### config.mk
export PLATFORM = sky130hd
export DESIGN_NAME = exp_sum_buffer_16_flat
export DESIGN_NICKNAME = d
export VERILOG_FILES = /design/src/rtl/exp_sum_buffer_16_if.sv /design/src/rtl/exp_sum_buffer_16.sv /design/src/flat_wrapper.sv
export SDC_FILE = /design/constraint.sdc
export NUM_CORES = 1
export LEC_CHECK = 0
export ABC_CLOCK_PERIOD_IN_PS = 4510
export CAP_MARGIN = 20
export CORE_MARGIN = 5
export CORE_UTILIZATION = 55
export DETAILED_ROUTE_END_ITERATION = 12
export HOLD_SLACK_MARGIN = 0.02
export PLACE_DENSITY = 0.77
export RECOVER_POWER = 100
export SLEW_MARGIN = 25
export SYNTH_ARGS = -nofsm -noshare
export SYNTH_HDL_FRONTEND = slang
export SYNTH_SLANG_ARGS = --single-unit
### constraint.sdc
create_clock -name clock_i -period 4.51 [get_ports clock_i]
set_input_delay 0.6765 -clock clock_i [delete_from_list [all_inputs] [get_ports clock_i]]
set_output_delay 0.6765 -clock clock_i [all_outputs]
set_load 0.1 [all_outputs]
### src/rtl/exp_sum_buffer_16_if.sv
// Handshake bundle for exp_sum_buffer_16: exp-stage input side and
// divider output side, seen from the buffer (slave) and its driver (master).
interface exp_sum_buffer_16_if #(
    parameter int data_size = 16,
    parameter int sum_size  = 22
);
    logic [data_size-1:0] exp_data_i;
    logic                 exp_data_valid_i;
    logic                 exp_done_i;
    logic                 div_ready_i;
    logic [sum_size-1:0]  sum_data_o;
    logic                 sum_valid_o;
    logic [data_size-1:0] div_data_o;
    logic                 div_data_valid_o;
    logic                 div_last_o;
    logic [6:0]           count_o;
    logic                 overflow_o;

    modport slave (
        input  exp_data_i, exp_data_valid_i, exp_done_i, div_ready_i,
        output sum_data_o, sum_valid_o, div_data_o, div_data_valid_o,
        output div_last_o, count_o, overflow_o
    );

    modport master (
        output exp_data_i, exp_data_valid_i, exp_done_i, div_ready_i,
        input  sum_data_o, sum_valid_o, div_data_o, div_data_valid_o,
        input  div_last_o, count_o, overflow_o
    );
endinterface

### src/rtl/exp_sum_buffer_16.sv
// Buffers a vector of exp values while summing them, then streams the
// stored values to the divider alongside the held sum.
module exp_sum_buffer_16 #(
    parameter int data_size = 16,
    parameter int depth     = 64,
    parameter int sum_size  = 22
) (
    input  logic                 clock_i,
    input  logic                 reset_n_i,
    exp_sum_buffer_16_if.slave   bus
);
    localparam int         AW      = $clog2(depth);
    localparam int         PAD     = sum_size - data_size;
    localparam logic [6:0] DEPTH_C = 7'(depth);

    typedef enum logic [1:0] {
        IDLE,
        ACCUM,
        STREAM,
        WAIT_REARM
    } state_t;

    state_t               state_q;
    logic [sum_size-1:0]  sum_q;
    logic [6:0]           count_q;
    logic [6:0]           rd_ptr_q;
    logic                 ovf_q;
    logic                 sum_valid_q;
    logic                 div_valid_q;
    logic                 div_last_q;
    logic [data_size-1:0] div_data_q;
    logic [data_size-1:0] mem_q [depth];

    logic                 acc_w;
    logic [sum_size-1:0]  sum_d;
    logic [6:0]           count_d;
    logic [6:0]           rd_nxt_w;

    // accept decision and the resulting sum/count for this cycle
    always_comb begin
        acc_w = 1'b0;
        if (bus.exp_data_valid_i) begin
            if (state_q == IDLE)
                acc_w = 1'b1;
            else if (state_q == ACCUM && count_q != DEPTH_C)
                acc_w = 1'b1;
        end
        sum_d    = acc_w ? sum_q + {{PAD{1'b0}}, bus.exp_data_i} : sum_q;
        count_d  = acc_w ? count_q + 7'd1 : count_q;
        rd_nxt_w = rd_ptr_q + 7'd1;
    end

    // element storage; contents are meaningless until written
    always_ff @(posedge clock_i) begin
        if (acc_w)
            mem_q[count_q[AW-1:0]] <= bus.exp_data_i;
    end

    // control FSM with registered outputs
    always_ff @(posedge clock_i or negedge reset_n_i) begin
        if (!reset_n_i) begin
            state_q     <= IDLE;
            sum_q       <= '0;
            count_q     <= '0;
            rd_ptr_q    <= '0;
            ovf_q       <= 1'b0;
            sum_valid_q <= 1'b0;
            div_valid_q <= 1'b0;
            div_last_q  <= 1'b0;
            div_data_q  <= '0;
        end else begin
            if (bus.exp_data_valid_i && !acc_w)
                ovf_q <= 1'b1;
            unique case (state_q)
                IDLE: begin
                    sum_q   <= sum_d;
                    count_q <= count_d;
                    if (acc_w)
                        state_q <= ACCUM;
                    else if (bus.exp_done_i && count_q == 7'd0)
                        state_q <= WAIT_REARM;
                end
                ACCUM: begin
                    sum_q   <= sum_d;
                    count_q <= count_d;
                    if (bus.exp_done_i) begin
                        state_q     <= STREAM;
                        rd_ptr_q    <= '0;
                        sum_valid_q <= 1'b1;
                        div_valid_q <= 1'b1;
                        div_data_q  <= mem_q[0];
                        div_last_q  <= (count_d == 7'd1);
                    end
                end
                STREAM: begin
                    if (bus.div_ready_i) begin
                        rd_ptr_q <= rd_nxt_w;
                        if (div_last_q) begin
                            state_q     <= WAIT_REARM;
                            sum_valid_q <= 1'b0;
                            div_valid_q <= 1'b0;
                            div_last_q  <= 1'b0;
                        end else begin
                            div_data_q <= mem_q[rd_nxt_w[AW-1:0]];
                            div_last_q <= (rd_nxt_w + 7'd1 == count_q);
                        end
                    end
                end
                WAIT_REARM: begin
                    if (!bus.exp_done_i) begin
                        state_q  <= IDLE;
                        sum_q    <= '0;
                        count_q  <= '0;
                        rd_ptr_q <= '0;
                    end
                end
            endcase
        end
    end

    assign bus.sum_data_o       = sum_q;
    assign bus.sum_valid_o      = sum_valid_q;
    assign bus.div_data_o       = div_data_q;
    assign bus.div_data_valid_o = div_valid_q;
    assign bus.div_last_o       = div_last_q;
    assign bus.count_o          = count_q;
    assign bus.overflow_o       = ovf_q;
endmodule

### src/flat_wrapper.sv
// flat-port wrapper written by rule: the top's interface ports become plain ports
module exp_sum_buffer_16_flat 
#(
    parameter int data_size = 16,
    parameter int depth     = 64,
    parameter int sum_size  = 22
)
  (clock_i, reset_n_i, bus_exp_data_i, bus_exp_data_valid_i, bus_exp_done_i, bus_div_ready_i, bus_sum_data_o, bus_sum_valid_o, bus_div_data_o, bus_div_data_valid_o, bus_div_last_o, bus_count_o, bus_overflow_o);
  exp_sum_buffer_16_if #(.data_size(data_size), .sum_size(sum_size)) bus_i ();
  input  logic clock_i;
  input  logic reset_n_i;
  input wire logic [$bits(bus_i.exp_data_i)-1:0] bus_exp_data_i;
  input wire logic [$bits(bus_i.exp_data_valid_i)-1:0] bus_exp_data_valid_i;
  input wire logic [$bits(bus_i.exp_done_i)-1:0] bus_exp_done_i;
  input wire logic [$bits(bus_i.div_ready_i)-1:0] bus_div_ready_i;
  output wire logic [$bits(bus_i.sum_data_o)-1:0] bus_sum_data_o;
  output wire logic [$bits(bus_i.sum_valid_o)-1:0] bus_sum_valid_o;
  output wire logic [$bits(bus_i.div_data_o)-1:0] bus_div_data_o;
  output wire logic [$bits(bus_i.div_data_valid_o)-1:0] bus_div_data_valid_o;
  output wire logic [$bits(bus_i.div_last_o)-1:0] bus_div_last_o;
  output wire logic [$bits(bus_i.count_o)-1:0] bus_count_o;
  output wire logic [$bits(bus_i.overflow_o)-1:0] bus_overflow_o;
  assign bus_i.exp_data_i = bus_exp_data_i;
  assign bus_i.exp_data_valid_i = bus_exp_data_valid_i;
  assign bus_i.exp_done_i = bus_exp_done_i;
  assign bus_i.div_ready_i = bus_div_ready_i;
  assign bus_sum_data_o = bus_i.sum_data_o;
  assign bus_sum_valid_o = bus_i.sum_valid_o;
  assign bus_div_data_o = bus_i.div_data_o;
  assign bus_div_data_valid_o = bus_i.div_data_valid_o;
  assign bus_div_last_o = bus_i.div_last_o;
  assign bus_count_o = bus_i.count_o;
  assign bus_overflow_o = bus_i.overflow_o;
  exp_sum_buffer_16 #(.data_size(data_size), .depth(depth), .sum_size(sum_size)) u_core (.clock_i(clock_i), .reset_n_i(reset_n_i), .bus(bus_i));
endmodule
# Yosys cells after proc, flatten, opt, wreduce, memory -nomap -nowiden

Memories as Yosys holds them, arrays and structs flattened.
Index checks and enable logic that the tools add are counted.

$add $sub $neg: 4
Eq/ne operators: 13
Mux-type cells: 33
Reduce and logical (&&, ||, !) cells: 17

Operators with widths:

| cell                | count |
|---|---|
| $mux 16             | 3 |
| $mux 22             | 2 |
| $pmux 22 s2         | 1 |
| $pmux 16 s2         | 1 |
| $mux 7              | 4 |
| $add 22x16->22      | 1 |
| $add 7x1->7 const B | 3 |
| $pmux 7 s3          | 1 |
| $pmux 7 s2          | 1 |
| $mux 2              | 6 |
| $reduce_and 4->1    | 3 |
| $mux 1              | 11 |
| $ne 2x2->1 const B  | 4 |
| $pmux 2 s4          | 1 |
| $eq 7x1->1 const B  | 1 |
| $eq 7x7->1          | 1 |
| $logic_not 7->1     | 1 |
| $ne 7x7->1 const B  | 1 |
| $reduce_and 3->1    | 2 |
| $reduce_and 5->1    | 1 |
| $eq 2x2->1 const B  | 2 |
| $ne 2x1->1 const B  | 2 |
| $pmux 1 s2          | 2 |
| $reduce_bool 2->1   | 2 |
| 8 further kinds     | 10 |

Register bits: 57
Bits in writable memories: 1024
Input bits: 21
Output and inout port bits: 49
Word-level logic and storage cells: 76
Memories kept: 1

Memory list:

| memory       | depth | width | read ports | clocked after memory_dff | write ports | RTL line                | RTL |
|---|---|---|---|---|---|---|---|
| u_core.mem_q | 64    | 16    | 2          | 0                        | 1           | exp_sum_buffer_16.sv:32 | `logic [data_size-1:0] mem_q [depth];` |

# Logic depth before layout (Yosys ltp)

Gate-level depths: netlist of the first run.

Depth in word-level cells: 9
Mapped depth: 14
Gate-level depth less buffers: 10

# Worst setup path after synthesis of the first run

Ideal clock, no wire load.

Kind: reg-to-reg
Start: register u_core.count_q[0], in the netlist u_core.bus.count_o[0]
End: memory u_core.mem_q[56][0] (enable)
Setup time: 389 ps
Arrival time: 3204 ps
Slack: 917 ps
Stages on the path, launching flop included: 10
Buffers on the path: 2
Period minus slack after synthesis: 3593 ps
Cells stage by stage: dfrtp_1 -> clkbuf_1 -> inv_1 -> ha_1 -> nand3b_1 -> o21a_1 -> o21ai_0 -> or4_1 -> clkbuf_1 -> nor2_1

Word-level cells in the longest chain between the ends: 7

Ends and longest elaborated chain:

| what                         | RTL line                | RTL |
|---|---|---|
| start: declaration           | exp_sum_buffer_16.sv:25 | `logic [6:0] count_q;` |
| start signal: assignment     | exp_sum_buffer_16.sv:77 | `count_q <= count_d;` |
| start signal: assignment     | exp_sum_buffer_16.sv:85 | `count_q <= count_d;` |
| $ne 7x7->1                   | exp_sum_buffer_16.sv:45 | `else if (state_q == ACCUM && count_q != DEPTH_C)` |
| $logic_and 1x1->1            | exp_sum_buffer_16.sv:45 |  |
| $mux 1                       | exp_sum_buffer_16.sv:45 |  |
| $mux 1                       | exp_sum_buffer_16.sv:43 | `if (state_q == IDLE)` |
| $mux 1                       | exp_sum_buffer_16.sv:42 | `if (bus.exp_data_valid_i) begin` |
| $mux 1                       | exp_sum_buffer_16.sv:55 | `if (acc_w)` |
| $mux 1 (implied by the code) | exp_sum_buffer_16.sv:56 | `mem_q[count_q[AW-1:0]] <= bus.exp_data_i;` |
| end: declaration             | exp_sum_buffer_16.sv:32 |  |

Parallel ways exist; a longest one is shown, timed or not.

# Final worst setup path of the first run

Start: register u_core.count_q[5], in the netlist u_core.bus.count_o[5]
End: memory u_core.mem_q[16][2] (enable)

The elaborated chain is that of the path after synthesis.

==> reports/qor.txt, run 1 <==
TIMING
-----------------------------------------------------------------------------------------
Endpoints failing setup                                                                 0
Headroom to the max-slew limit                                                      -1.21
Worst-case clock skew                                                             20.7 ps
Sum Neg Setup Slack                                                                  0 ps
Final clock period utilization by the worst path                                    0.934
PnR worst setup slack                                                              299 ps
Post-layout minimum cycle time                                                    4210 ps
Actual transition at the worst max-transition pin                                 3310 ps
Total count of hold-check failures in the final report                                  0
Unrepaired setup endpoints after global routing                                     false
Highest attainable clock frequency                                                238 MHz
Final count of pins violating max slew                                               1043

CELLS AND AREA
-----------------------------------------------------------------------------------------
Count of placed standard cells in the final layout, fillers left out                 3327
Total non-filler cell area in the finished layout                               48900 um2
NumNets Final                                                                        2240
Share of layout cells above drive strength 1                                        0.240
Leading cell types in the layout, fill and taps excluded                     sky130_fd_sc_hd__edfxtp_1, sky130_fd_sc_hd__mux4_2, sky130_fd_sc_hd__clkbuf_16
Area occupied by multi-input gates                                              10400 um2
Most frequent standard cell in the layout excluding fill and tap cells       sky130_fd_sc_hd__edfxtp_1
Fill cells                                                                           5116
Flip-flop and latch area                                                        32200 um2
Area Growth Syn to Fin                                                              13.2%

PLACEMENT
-----------------------------------------------------------------------------------------
Area after DPL                                                                  45500 um2
Cell count after placement                                                           3124
Weighted congestion reported at the end of routability-driven placement             0.892
HPWL after DPL                                                                   64400 um
Buffers on Ports                                                                       69
Worst slack after detailed placement                                               544 ps

CRITICAL PATH
-----------------------------------------------------------------------------------------
CP Launch Type                                                                   register
Most Frequent Cell on Critical Path                                          sky130_fd_sc_hd__clkbuf_1
Class of the most critical setup path                                          reg -> reg
Cell chain of the critical path                                              or3_1 > o21a_1 > o21ai_0 > clkbuf_1 > or4_1 > nor2_1 > clkbuf_1
Highest cell delay on the worst timing path                                       1030 ps
Arrival time at the worst endpoint                                                4470 ps
Max stage delay cell, worst path                                             sky130_fd_sc_hd__clkbuf_1
Capturing element type of the critical path                                      register
Data required, critical path                                                      4770 ps
Setup slack on the worst flop-to-flop path                                         300 ps
Maximum net fanout on the critical path                                                16

FLOW RUN
-----------------------------------------------------------------------------------------
Maximum Capacitance Violations                                                         21

POWER
-----------------------------------------------------------------------------------------
Leakage dissipation                                                               16.0 nW
Final Power                                                                       30.5 mW
Power density relative to cell area                                            625 nW/um2
Clock power frac                                                                    0.304
VDD IR-drop max                                                                0.000356 V
Design internal power                                                             20.7 mW
Switch share                                                                        0.323
Part of the power in registers                                                      0.384
Gate power share                                                                    0.312
Power dissipated by switching net loads                                           9.87 mW

LOGIC SYNTHESIS
-----------------------------------------------------------------------------------------
Flip-flop cell with the highest count after synthesis                        sky130_fd_sc_hd__edfxtp_1
Synthesis warning total                                                                 0
Mean post-synth cell area                                                        21.5 um2
Mapped Area                                                                     43200 um2
Number of register bits inferred by synthesis                                        1081
Number of synthesized flops with an enable pin                                       1024
Synthesized netlist cell count                                                       2010
Post-synthesis sequential area ratio                                                0.745
Total nets after synthesis                                                           2057
Proportion of register bits with asynchronous set or reset after synthesis         0.0527
Library cells used by synthesis                                                        58

GLOBAL ROUTE
-----------------------------------------------------------------------------------------
GRT Residual Overflow                                                                   0
Layer with the highest usage                                                         met2
Met3 Usage GRT                                                                     0.0711
GRT Util Overall                                                                    0.269
Wire length of the first global-routing pass                                    164000 um
GR Layer Usage met1                                                                 0.363
Vias in the first global route                                                      22.8k
Initial antenna violation count                                                         7
Met2 usage in global routing                                                        0.426
Maximum number of pins on one net before global-route repair                           82

CLOCKING
-----------------------------------------------------------------------------------------
Number of sinks handled by clock tree synthesis                                      1081
Clock Tree Root                                                              sky130_fd_sc_hd__clkbuf_16
Clock-pin slew on the worst setup and hold paths                                    60 ps
Post_cts resized                                                                        0
TritonCTS clock tree                                                                built
Number of buffers on the longest clock path                                             3
Deepest level of the CTS H-tree                                                         3
Clock network latency to the later pin of the worst-skew pair                      670 ps
Number of clock buffers inserted by TritonCTS                                         106

FLOORPLAN
-----------------------------------------------------------------------------------------
Total die area                                                                  84200 um2
Placeable core area                                                             77600 um2
Number of core rows                                                                   102
Vertical extent of the die                                                         290 um
Starting utilization of the core area                                               0.556
Die X-Extent                                                                       290 um
Boundary Pins                                                                          70

DRT
-----------------------------------------------------------------------------------------
Vias/cell                                                                            6.74
Count of antenna-violating nets left after detailed routing                             0
Total Routed Length                                                             114000 um
Drt pass-1 iters                                                                        7
Initial DRC count                                                                    3450
Average detailed-routed wire length per instance                                  34.3 um
Drt drc                                                                                 0
Total number of vias                                                                22.4k

RUN STATUS
-----------------------------------------------------------------------------------------
Run status                                                                   finished with violations
Violated checks                                                              capacitance limit, slew limit

HOLD PATH
-----------------------------------------------------------------------------------------
Class of the tightest hold or removal check                                     in -> reg

synth_stat cells (6+ instances only):
master / number / area share
sky130_fd_sc_hd__buf_4: 23 / 0.0040
sky130_fd_sc_hd__nand2_1: 55 / 0.0048
sky130_fd_sc_hd__xnor2_1: 13 / 0.0026
sky130_fd_sc_hd__nand2b_1: 11 / 0.0016
sky130_fd_sc_hd__dfrtp_1: 57 / 0.033
sky130_fd_sc_hd__xor2_1: 9 / 0.0018
sky130_fd_sc_hd__or3_1: 8 / 0.0012
sky130_fd_sc_hd__nor3_1: 10 / 0.0012
sky130_fd_sc_hd__a21o_1: 15 / 0.0026
sky130_fd_sc_hd__buf_2: 32 / 0.0037
sky130_fd_sc_hd__o21a_1: 6 / 0.0010
sky130_fd_sc_hd__nor2_1: 96 / 0.0083
sky130_fd_sc_hd__a21oi_1: 36 / 0.0042
sky130_fd_sc_hd__mux2i_1: 70 / 0.016
sky130_fd_sc_hd__nand3_1: 16 / 0.0019
sky130_fd_sc_hd__a22o_1: 7 / 0.0014
sky130_fd_sc_hd__mux4_2: 320 / 0.17
sky130_fd_sc_hd__clkbuf_1: 48 / 0.0042
sky130_fd_sc_hd__inv_1: 17 / 0.0015
sky130_fd_sc_hd__edfxtp_1: 1024 / 0.71
sky130_fd_sc_hd__o21ai_0: 33 / 0.0038
sky130_fd_sc_hd__ha_1: 25 / 0.0072
cell type report:
cell class	instances	area share
Multi-Input combinational cell	801	0.213
Timing Repair Buffer	186	0.0249
Sequential cell	1081	0.659
Antenna cell	1	0.0000512
Clock inverter	69	0.0167
Inverter	17	0.00131
Clock buffer	132	0.0586
Tap cell	1040	0.0266
flip-flops by register name, summed over array words and instances (netlist names):
signal	count
u_core.rd_ptr_q	7
u_core.state_q	2
u_core.bus.sum_valid_o	1
u_core.bus.sum_data_o	22
u_core.bus.div_data_o	16
u_core.bus.count_o	7
u_core.bus.div_last_o	1
u_core.bus.overflow_o	1
u_core.mem_q	1024
timing repair:
item                      CTS  global route
buffers inserted            0             0
hold buffers                1             0
hold endpoints to repair   23             0
worst paths after layout:
check | end | start | depth (start not counted)
max in group asynchronous | u_core.rd_ptr_q[0] | reset_n_i | 3
hold reg to reg | u_core.bus.overflow_o | u_core.bus.overflow_o | 1
setup / recovery | u_core.mem_q[16][2] | u_core.bus.count_o[5] | 7
hold / removal | u_core.bus.sum_data_o[0] | bus_exp_data_i[0] | 4
setup reg to reg | u_core.mem_q[16][2] | u_core.bus.count_o[5] | 7
min in group asynchronous | u_core.bus.sum_data_o[18] | reset_n_i | 2
power by group through the flow:
stage / clock network, mW / registers (mW) / logic [mW]
2_1_floorplan: 0 / 13.0 / 5.71
3_3_place_gp: 0 / 11.9 / 9.31
3_5_place_dp: 0 / 11.9 / 9.47
4_1_cts: 9.36 / 11.7 / 9.62
5_1_grt: 9.81 / 11.7 / 10.0
6_report: 9.28 / 11.7 / 9.54
critical path, delay by kind of cell, from the launching register on:
kind            cells  cell delay [ps]
buf+inv             2             1340
compound gates      2              340
flops               1              660
simple gates        3             1440
metal layers:
layer  routed length, um  vias up
li1                    -     8775
met1               40000    11600
met2               54700     1691
met3               13300      331
met4                5930        4
met5                  25        -
kinds of logic after synthesis:
logic type               count (synthesis)  share of synthesized area
flip-flops                            1081                      0.745
multiplexers                           390                      0.183
AND/OR/NAND/NOR                        222                     0.0232
AO/OA/AOI/OAI                          141                     0.0213
buffers and inverters                  128                     0.0149
adder cells (fa/ha/maj)                 26                    0.00771
XOR/XNOR                                22                    0.00446
metrics by stage:
stage / utilization / hold slack, ps
final: 0.630 / 465
after global routing: 0.630 / 462
after CTS: 0.634 / 335
after detailed placement: 0.587 / 477
after global placement: 0.587 / 476
after floorplan: - / 381
Power figures use the tool's default switching activity.
==> run 2, diff against run 1 <==
Settings changed: HOLD_SLACK_MARGIN 0.02 to not set.
==> results of run 2 <==
No change in the layout: final DEF, timing and power equal those of run 1.
==> run 3, diff against run 2 <==
Settings changed: CORE_MARGIN 5 to 10.
==> reports/qor.txt, run 3 (same netlist as run 1, synthesis figures left out) <==
RUN STATUS
--------------------------------------------------------------------------------------
Run status                                                                finished with violations
Violated checks                                                           capacitance limit, slew limit

PLACEMENT
--------------------------------------------------------------------------------------
Area after DPL                                                               45600 um2
HPWL after DPL                                                                64800 um
Worst slack after detailed placement                                            205 ps
Buffers on Ports                                                                    69
Weighted congestion reported at the end of routability-driven placement          0.837

DRT
--------------------------------------------------------------------------------------
Count of antenna-violating nets left after detailed routing                          0
Drt pass-1 iters                                                                     5
Total number of vias                                                             22.2k
Drt drc                                                                              0
Average detailed-routed wire length per instance                               33.7 um
Total Routed Length                                                          112000 um
Vias/cell                                                                         6.65
Initial DRC count                                                                 3173

CLOCKING
--------------------------------------------------------------------------------------
TritonCTS clock tree                                                             built
Clock Tree Root                                                           sky130_fd_sc_hd__clkbuf_16
Number of buffers on the longest clock path                                          3
Clock-pin slew on the worst setup and hold paths                                 60 ps
Number of clock buffers inserted by TritonCTS                                      105
Number of setup buffers added after CTS                                              0
Deepest level of the CTS H-tree                                                      3
Number of sinks handled by clock tree synthesis                                   1081
Clock network latency to the later pin of the worst-skew pair                   680 ps

CELLS AND AREA
--------------------------------------------------------------------------------------
Total non-filler cell area in the finished layout                            48800 um2
NumNets Final                                                                     2255
Largest register FFs                                                              1024
Area Growth Syn to Fin                                                           13.1%
Fill cells                                                                        5122
Leading cell types in the layout, fill and taps excluded                  sky130_fd_sc_hd__edfxtp_1, sky130_fd_sc_hd__mux4_2, sky130_fd_sc_hd__clkbuf_1
Share of layout cells above drive strength 1                                     0.234
Most frequent standard cell in the layout excluding fill and tap cells    sky130_fd_sc_hd__edfxtp_1

TIMING
--------------------------------------------------------------------------------------
Total count of hold-check failures in the final report                               0
Post-layout minimum cycle time                                                 4270 ps
Final count of pins violating max slew                                            1067
Actual transition at the worst max-transition pin                              3300 ps
PnR worst setup slack                                                           235 ps
Unrepaired setup endpoints after global routing                                  false
Headroom to the max-slew limit                                                   -1.20
Final clock period utilization by the worst path                                 0.948
Worst-case clock skew                                                          24.6 ps
Sum Neg Setup Slack                                                               0 ps
Endpoints failing setup                                                              0
Highest attainable clock frequency                                             234 MHz

GLOBAL ROUTE
--------------------------------------------------------------------------------------
GR Layer Usage met1                                                              0.343
GRT Residual Overflow                                                                0
GRT Util Overall                                                                 0.252
Wire length of the first global-routing pass                                 163000 um
Met3 Usage GRT                                                                  0.0512
Layer with the highest usage                                                      met2
Met2 usage in global routing                                                     0.405
Maximum number of pins on one net before global-route repair                        82
Initial antenna violation count                                                     11
Vias in the first global route                                                   22.4k

POWER
--------------------------------------------------------------------------------------
Power density relative to cell area                                         620 nW/um2
VDD IR-drop max                                                             0.000381 V
Leakage dissipation                                                            16.0 nW

FLOORPLAN
--------------------------------------------------------------------------------------
Total die area                                                               90100 um2
Number of core rows                                                                102
Placeable core area                                                          77600 um2
Vertical extent of the die                                                      300 um
Die X-Extent                                                                    300 um
Starting utilization of the core area                                            0.556
Boundary Pins                                                                       70

HOLD PATH
--------------------------------------------------------------------------------------
Class of the tightest hold or removal check                                 reg -> reg
Beginning of the worst hold path                                          u_core.bus.overflow_o
Worst-case hold path end point                                            u_core.bus.overflow_o
Hold Path Cell Cnt                                                                   1

CRITICAL PATH
--------------------------------------------------------------------------------------
Worst R2R Start                                                           u_core.rd_ptr_q[0]
Most Frequent Cell on Critical Path                                       sky130_fd_sc_hd__mux2i_1
Cell chain of the critical path                                           buf_12 > buf_4 > mux4_2 > mux4_2 > mux2i_1 > mux2i_1 > mux2i_1 > a21oi_1
Dominant delay contributor by cell family on the critical path            multiplexers
Highest cell delay on the worst timing path                                     640 ps
Buf/Inv on CP                                                                        2
Setup slack on the worst flop-to-flop path                                      240 ps
Capturing element type of the critical path                                   register
Arrival time at the worst endpoint                                             4800 ps
Max stage delay cell, worst path                                          sky130_fd_sc_hd__mux2i_1
CP Launch Type                                                                register
Maximum net fanout on the critical path                                             75
Cells on worst reg2reg path                                                          8
Class of the most critical setup path                                       reg -> reg
Capture point of the worst reg-to-reg path                                u_core.bus.div_data_o[3]
Data required, critical path                                                   5040 ps

FLOW RUN
--------------------------------------------------------------------------------------
Maximum Capacitance Violations                                                      22

==> run 3: layer usage <==
metal | share of wire | vias to the layer above
li1 | - | 8806
met2 | 0.49 | 1542
met4 | 0.041 | 4
met5 | 0.00024 | -
met1 | 0.36 | 11600
met3 | 0.11 | 264
==> run 3: repair_timing <==
action                                  CTS  global route
resized for setup                         0             1
hold buffers                              0             1
hold endpoints to repair                  0            11
endpoints found under the setup margin    0             1
==> run 3: how the worst max path moves through the flow <==
stage               cells after the start                        end  slack, ps             startpoint
floorplan                               9        u_core.mem_q[56][0]        920  u_core.bus.count_o[0]
global placement                        8  u_core.bus.div_data_o[13]        270     u_core.rd_ptr_q[0]
detailed placement                      8  u_core.bus.div_data_o[13]        200     u_core.rd_ptr_q[0]
CTS                                     8  u_core.bus.div_data_o[13]        120     u_core.rd_ptr_q[0]
global route                            8   u_core.bus.div_data_o[3]         70     u_core.rd_ptr_q[0]
finish                                  8   u_core.bus.div_data_o[3]        240     u_core.rd_ptr_q[0]
==> run 3: per-stage QoR <==
stage                     total power [mW]  hold slack (ps)  utilization  std cells
after floorplan                       18.7              381            -       2010
after global placement                21.2              443        0.588       3139
after detailed placement              21.4              474        0.588       3139
after CTS                             30.5              175        0.634       3337
after global routing                  31.3              495        0.629       3339
final                                 30.3              476        0.629       3340
==> run 3: power by group <==
part	switching (mW)	internal [mW]	total (mW)
sequential	0.374	11.4	11.7
clock	3.73	5.29	9.01
combinational	5.64	3.91	9.55
==> run 3: final cells by class <==
type	count	area (um2)	area share
sequential	1081	32200	0.659
inverter	17	63.8	0.00131
tap	1040	1300	0.0266
timing repair buffer	202	1330	0.0272
clock inverter	60	726	0.0149
antenna	1	2.50	0.0000512
clock buffer	138	2820	0.0578
multi-input combinational	801	10400	0.213
